[src/rtl/imem_fetch_unit_if.sv]
// Fetch front-end port bundle: run/stall/redirect control in, BRAM read port, decode stream out.
// Latency: none, wires only.
// Backpressure: stall_i from decode is the only throttle; no ready/credit path toward the BRAM.
interface imem_fetch_unit_if #(
    parameter int ADDR_W = 10,
    parameter int DATA_W = 32
);
    logic              en_i;
    logic              stall_i;
    logic              redirect_i;
    logic [31:0]       redirect_pc_i;
    logic [ADDR_W-1:0] imem_addr_o;
    logic [DATA_W-1:0] imem_data_i;
    logic [31:0]       pc_o;
    logic [DATA_W-1:0] instr_o;
    logic              valid_o;
    logic              misalign_o;

    // Fetch unit side
    modport master (
        input  en_i, stall_i, redirect_i, redirect_pc_i, imem_data_i,
        output imem_addr_o, pc_o, instr_o, valid_o, misalign_o
    );

    // Control, BRAM and decode side
    modport slave (
        output en_i, stall_i, redirect_i, redirect_pc_i, imem_data_i,
        input  imem_addr_o, pc_o, instr_o, valid_o, misalign_o
    );
endinterface

[src/rtl/imem_fetch_unit.sv]
// Instruction fetch front-end driving a 1-cycle-latency BRAM and streaming (pc, instr, valid) to decode.
// Latency: first word valid one cycle after en_i is sampled; 1 word/cycle, one squashed slot per redirect.
// Backpressure: stall_i holds pc and BRAM address so the BRAM re-reads the word; no skid buffer.
module imem_fetch_unit #(
    parameter int          ADDR_W   = 10,
    parameter int          DATA_W   = 32,
    parameter logic [31:0] RESET_PC = 32'h0000_0000
) (
    input  logic              clk_i,
    input  logic              rst_i,
    imem_fetch_unit_if.master bus
);

    typedef enum logic {
        IDLE = 1'b0,
        RUN  = 1'b1
    } state_t;

    state_t            state_q, state_d;
    logic [31:0]       pc_q, next_pc;
    logic              misalign_q, misalign_d;
    logic              valid;
    logic [DATA_W-1:0] instr;

    always_ff @(posedge clk_i or posedge rst_i) begin
        if (rst_i) begin
            state_q    <= IDLE;
            pc_q       <= RESET_PC;
            misalign_q <= 1'b0;
        end else begin
            state_q    <= state_d;
            pc_q       <= next_pc;
            misalign_q <= misalign_d;
        end
    end

    // The word in a redirect cycle is wrong-path, so redirect squashes it combinationally.
    always_comb begin
        valid      = (state_q == RUN) && !bus.redirect_i;
        next_pc    = pc_q;
        state_d    = state_q;
        misalign_d = misalign_q;

        if (bus.redirect_i) begin
            next_pc = {bus.redirect_pc_i[31:2], 2'b00};
        end else if (valid && !bus.stall_i) begin
            next_pc = pc_q + 32'd4;
        end

        if (bus.redirect_i && (bus.redirect_pc_i[1:0] != 2'b00)) begin
            misalign_d = 1'b1;
        end

        case (state_q)
            IDLE: begin
                // A redirect while idle only preloads the start address.
                if (!bus.redirect_i && bus.en_i) begin
                    state_d = RUN;
                end
            end
            RUN: begin
                if (!bus.en_i) begin
                    state_d = IDLE;
                end
            end
            default: state_d = IDLE;
        endcase
    end

    assign instr           = bus.imem_data_i;
    assign bus.instr_o     = instr;
    assign bus.imem_addr_o = next_pc[ADDR_W+1:2];
    assign bus.pc_o        = pc_q;
    assign bus.valid_o     = valid;
    assign bus.misalign_o  = misalign_q;

endmodule

[src/flat_wrapper.sv]
// flat-port wrapper written by rule: the top's interface ports become plain ports
module imem_fetch_unit_flat 
#(
    parameter int          ADDR_W   = 10,
    parameter int          DATA_W   = 32,
    parameter logic [31:0] RESET_PC = 32'h0000_0000
)
  (clk_i, rst_i, bus_en_i, bus_stall_i, bus_redirect_i, bus_redirect_pc_i, bus_imem_data_i, bus_imem_addr_o, bus_pc_o, bus_instr_o, bus_valid_o, bus_misalign_o);
  imem_fetch_unit_if #(.ADDR_W(ADDR_W), .DATA_W(DATA_W)) bus_i ();
  input  logic clk_i;
  input  logic rst_i;
  input wire logic [$bits(bus_i.en_i)-1:0] bus_en_i;
  input wire logic [$bits(bus_i.stall_i)-1:0] bus_stall_i;
  input wire logic [$bits(bus_i.redirect_i)-1:0] bus_redirect_i;
  input wire logic [$bits(bus_i.redirect_pc_i)-1:0] bus_redirect_pc_i;
  input wire logic [$bits(bus_i.imem_data_i)-1:0] bus_imem_data_i;
  output wire logic [$bits(bus_i.imem_addr_o)-1:0] bus_imem_addr_o;
  output wire logic [$bits(bus_i.pc_o)-1:0] bus_pc_o;
  output wire logic [$bits(bus_i.instr_o)-1:0] bus_instr_o;
  output wire logic [$bits(bus_i.valid_o)-1:0] bus_valid_o;
  output wire logic [$bits(bus_i.misalign_o)-1:0] bus_misalign_o;
  assign bus_i.en_i = bus_en_i;
  assign bus_i.stall_i = bus_stall_i;
  assign bus_i.redirect_i = bus_redirect_i;
  assign bus_i.redirect_pc_i = bus_redirect_pc_i;
  assign bus_i.imem_data_i = bus_imem_data_i;
  assign bus_imem_addr_o = bus_i.imem_addr_o;
  assign bus_pc_o = bus_i.pc_o;
  assign bus_instr_o = bus_i.instr_o;
  assign bus_valid_o = bus_i.valid_o;
  assign bus_misalign_o = bus_i.misalign_o;
  imem_fetch_unit #(.ADDR_W(ADDR_W), .DATA_W(DATA_W), .RESET_PC(RESET_PC)) u_core (.clk_i(clk_i), .rst_i(rst_i), .bus(bus_i));
endmodule
[config.mk]
export PLATFORM = sky130hd
export DESIGN_NAME = imem_fetch_unit_flat
export DESIGN_NICKNAME = d
export VERILOG_FILES = /design/src/rtl/imem_fetch_unit_if.sv /design/src/rtl/imem_fetch_unit.sv /design/src/flat_wrapper.sv
export SDC_FILE = /design/constraint.sdc
export NUM_CORES = 1
export LEC_CHECK = 0
export ABC_AREA = 0
export CAP_MARGIN = 10
export CORE_MARGIN = 2
export CORE_UTILIZATION = 29
export CTS_CLUSTER_DIAMETER = 60
export DETAILED_ROUTE_END_ITERATION = 8
export PLACE_DENSITY = 0.68
export SYNTH_ARGS = -nofsm -noshare
export SYNTH_HDL_FRONTEND = slang
export SYNTH_SLANG_ARGS = --single-unit
[constraint.sdc]
create_clock -name clk_i -period 2.3 [get_ports clk_i]
set_clock_uncertainty 0.1 [all_clocks]
set_input_delay 0.23 -clock clk_i [delete_from_list [all_inputs] [get_ports clk_i]]
set_output_delay 0.23 -clock clk_i [all_outputs]
set_load 0.03 [all_outputs]
==> parameters.txt <==
Parameter                              Value

Power
  PD cells    568.6 mW/mm^2
  Maximum VDD drop    0.2698 mV
  Leakage power figure    1.100 nW
  Internal power    1.079 mW
  Sw frac    34.72%
  Combinational share of power    30.8%
  Sequential group share of total power    41.4%
  Post-layout power    1.653 mW
  Switching Power    573.8 uW
  Clock network power share    27.8%

Finish
  Synth-to-Final Area Change    35.37%
  Most frequent cells in the layout    clkdlybuf4s50_1 (67), dfrtp_1 (30), buf_4 (27), nand2_1 (25), nor2_1 (20)
  Multi-input combinational cell area    967.2 sq um
  Fill cell instance count of the final layout    775
  Antenna cells    0
  Fraction of layout cells with a size suffix above 1    15.46%
  Most common cell after layout, fill and taps aside    clkdlybuf4s50_1
  Layout Cells excl Fill    403
  Footprint of the flip-flops and latches    803.3 sq um
  Number of nets in the final layout    373

Placement
  Estimated wirelength of the detail-placed design    4.324 mm
  Count of port buffers added during placement    78
  Weighted congestion at the end of routability-driven global placement    0.7661
  Placed insts    395
  Worst Setup Slack post-DPL    -0.1351 ns

Critical path
  Required time reported for the critical path endpoint    2.41 ns
  Cell depth of the worst flop-to-flop path    5
  Worst path arrival time    2.29 ns
  Worst setup path class    flip-flop to flip-flop
  Maximum fanout encountered on the critical timing path    18
  Sort of element at the start of the critical path    flip-flop
  Kind of end point of the critical path    flip-flop

Route
  Total Wirelength    5.778 mm
  DR DRC count    0
  Average via count per standard cell    4.888
  Drt first-iter violations    121
  Post-detailed-route count of antenna-violating nets    0
  Detailed-router iteration count before antenna repair    5
  Overall via count from detail_route    1970
  Average detailed-routed wire length per instance    14.34 microns

Die
  Row count    31
  Die outline area    0.008108 sq mm
  Top-level port count    145
  Initial Utilization    29.76%
  Core area    0.007214 sq mm
  Overall die width    90.05 microns
  Height of the die    90.05 microns

CTS
  Clock buffer count from CTS    5
  Clock tree from TritonCTS    built
  Number of levels in the clock H-tree    2
  CTS Sinks    32
  Number of buffers on the longest clock path    2
  Cell at the root of the clock tree    clkbuf_8
  Clock slew at reported path FFs    0.07 ns
  Count of hold-fix buffers inserted at cts    0
  Worst skew pair latency    0.29 ns

Logic synthesis
  Top cell type by total area after synthesis    dfrtp_1
  Seq/Total Area, Yosys    37.30%
  Netlist area before placement    0.002147 sq mm
  Number of distinct library cell variants in the gate-level netlist after synthesis    36
  Proportion of netlist area held by the largest area contributor    37.30%
  Synth warnings    0
  Async set or reset register ratio after synthesis    100.0%
  Largest cells by area after synthesis    dfrtp_1 (37%), buf_4 (15%), a31oi_1 (4.7%), nand2_1 (4.5%), o21ai_0 (4.2%)
  Cell count after synthesis    255
  Register bit total from synthesis    32
  Predominant post-synthesis flop cell    dfrtp_1
  Number of flops mapped to enable cells by yosys    0
  Synthesized area per cell    8.420 sq um

Timing
  Clock period minus worst slack    2.179 ns
  Setup repair after global routing missed its margin    false
  Total of endpoints with negative setup slack in the final report    0
  Highest attainable clock frequency    458.9 MHz
  Count of endpoints failing hold in the final timing report    0
  Min setup slack post-route    0.1211 ns
  Pins Over Slew Limit    0
  Portion of the clock cycle consumed by the worst path in the final layout    94.73%

Global route
  Total routing resource utilization after global routing    14.74%
  Number of antenna violations at the first check in global routing    0
  Grt ovf    0
  Maximum number of pins on one net before global-route repair    33
  Global-route wire length before repair    9.735 mm
  Via count of the first global-routing pass    2054

Hold path
  Class of the most critical hold timing path    primary input to asynchronous set/reset pin

Job
  Maximum Capacitance Violations    0

Run status
  Status    completed
==> flip-flops by register name, summed over array words and instances, names as in the netlist <==
| signal | flops |
|---|---|
| u_core.bus.misalign_o | 1 |
| u_core.bus.pc_o | 30 |
| u_core.state_q | 1 |
==> per-stage QoR <==
step | hold slack (ns) | TNS [ns] | cell area (sq um) | utilization, %
finish | 0.2418 | 0 | 2907 | 40.29
global route | 0.2938 | 0 | 2907 | 40.29
floorplan | 0.2461 | 0 | 2153 | -
CTS | 0.2514 | 0 | 2883 | 39.96
detailed placement | 0.3602 | -1.132 | 2790 | 38.68
global placement | 0.3537 | -0.5641 | 2790 | 38.68
==> cells by family (layout without fill, tap and decap cells) <==
kind of cell / count (synthesis) / in the layout / share of synthesized area [%]
mux: 1 / 1 / 0.4662
buf+inv: 62 / 110 / 18.94
fa+ha+maj: 1 / 1 / 0.5827
simple gates: 101 / 101 / 24.94
compound gates: 48 / 48 / 13.93
other cells: 1 / 2 / 0.1747
flops: 32 / 32 / 37.30
xor+xnor: 9 / 9 / 3.672
==> worst max-delay path: stages, from the launching register on <==
cell     delay [ns]
dfrtp_1        0.43
nand3_2        0.15
or4_1          0.52
buf_4          0.21
or4_1          0.50
a31oi_1        0.19
==> metal layers <==
| layer | GRT usage [%] | vias to the layer above | routed length (microns) |
|---|---|---|---|
| met1 | 16.48 | 912 | 2416 |
| met5 | 0 | - | 0 |
| li1 | - | 970 | - |
| met2 | 24.75 | 78 | 2711 |
| met4 | 3.846 | 0 | 57 |
| met3 | 7.628 | 10 | 593 |
==> synthesized netlist by cell type (all sizes together) (2+ instances only) <==
| master | n |
|---|---|
| or3 | 7 |
| xnor2 | 7 |
| a31oi | 16 |
| o21ai | 18 |
| xor2 | 2 |
| dfrtp | 32 |
| nand2 | 26 |
| nor2 | 20 |
| or4 | 13 |
| o311ai | 2 |
| buf | 46 |
| nor2b | 2 |
| nand3 | 12 |
| o31ai | 9 |
| nor3 | 2 |
| and3 | 2 |
| and4 | 2 |
| nor4 | 4 |
| inv | 7 |
| clkbuf | 9 |
| nand4 | 8 |
==> power by group through the flow <==
| stage | Clock [mW] | Combinational (mW) | Sequential [mW] |
|---|---|---|---|
| after floorplan | 0 | 0.296 | 0.778 |
| after global placement | 0 | 0.500 | 0.691 |
| after detailed placement | 0 | 0.509 | 0.694 |
| after CTS | 0.474 | 0.512 | 0.684 |
| after global routing | 0.502 | 0.547 | 0.696 |
| final | 0.460 | 0.509 | 0.685 |
==> final timing paths <==
kind / endpoint / startpoint / slack (ns)
worst max register to register: u_core.bus.pc_o[31] / u_core.bus.pc_o[7] / 0.12
worst min register to register: u_core.bus.misalign_o / u_core.bus.misalign_o / 0.37
min in group clk_i: bus_instr_o[26] / bus_imem_data_i[26] / 0.36
worst max-delay path: u_core.bus.pc_o[31] / u_core.bus.pc_o[7] / 0.12
max in group asynchronous: u_core.bus.pc_o[3] / rst_i / 1.52
worst min-delay path: u_core.bus.pc_o[17] / rst_i / 0.24
==> timing repair <==
item                                    CTS  global route
buffers inserted                          0             0
endpoints found under the setup margin    0            16
endpoints found under the hold margin     0             0
gates resized for setup                   0             8
==> layout make-up <==
class                           instances  area share (%)
Clock inverter                          2          0.3444
Timing Repair Buffer                   95           30.74
Clock buffer                            6           2.841
Tap cell                               99           4.262
Inverter                                7          0.9040
Sequential cell                        32           27.64
Multi-Input combinational cell        162           33.28
No activity file was read; power rests on OpenSTA's default activity.
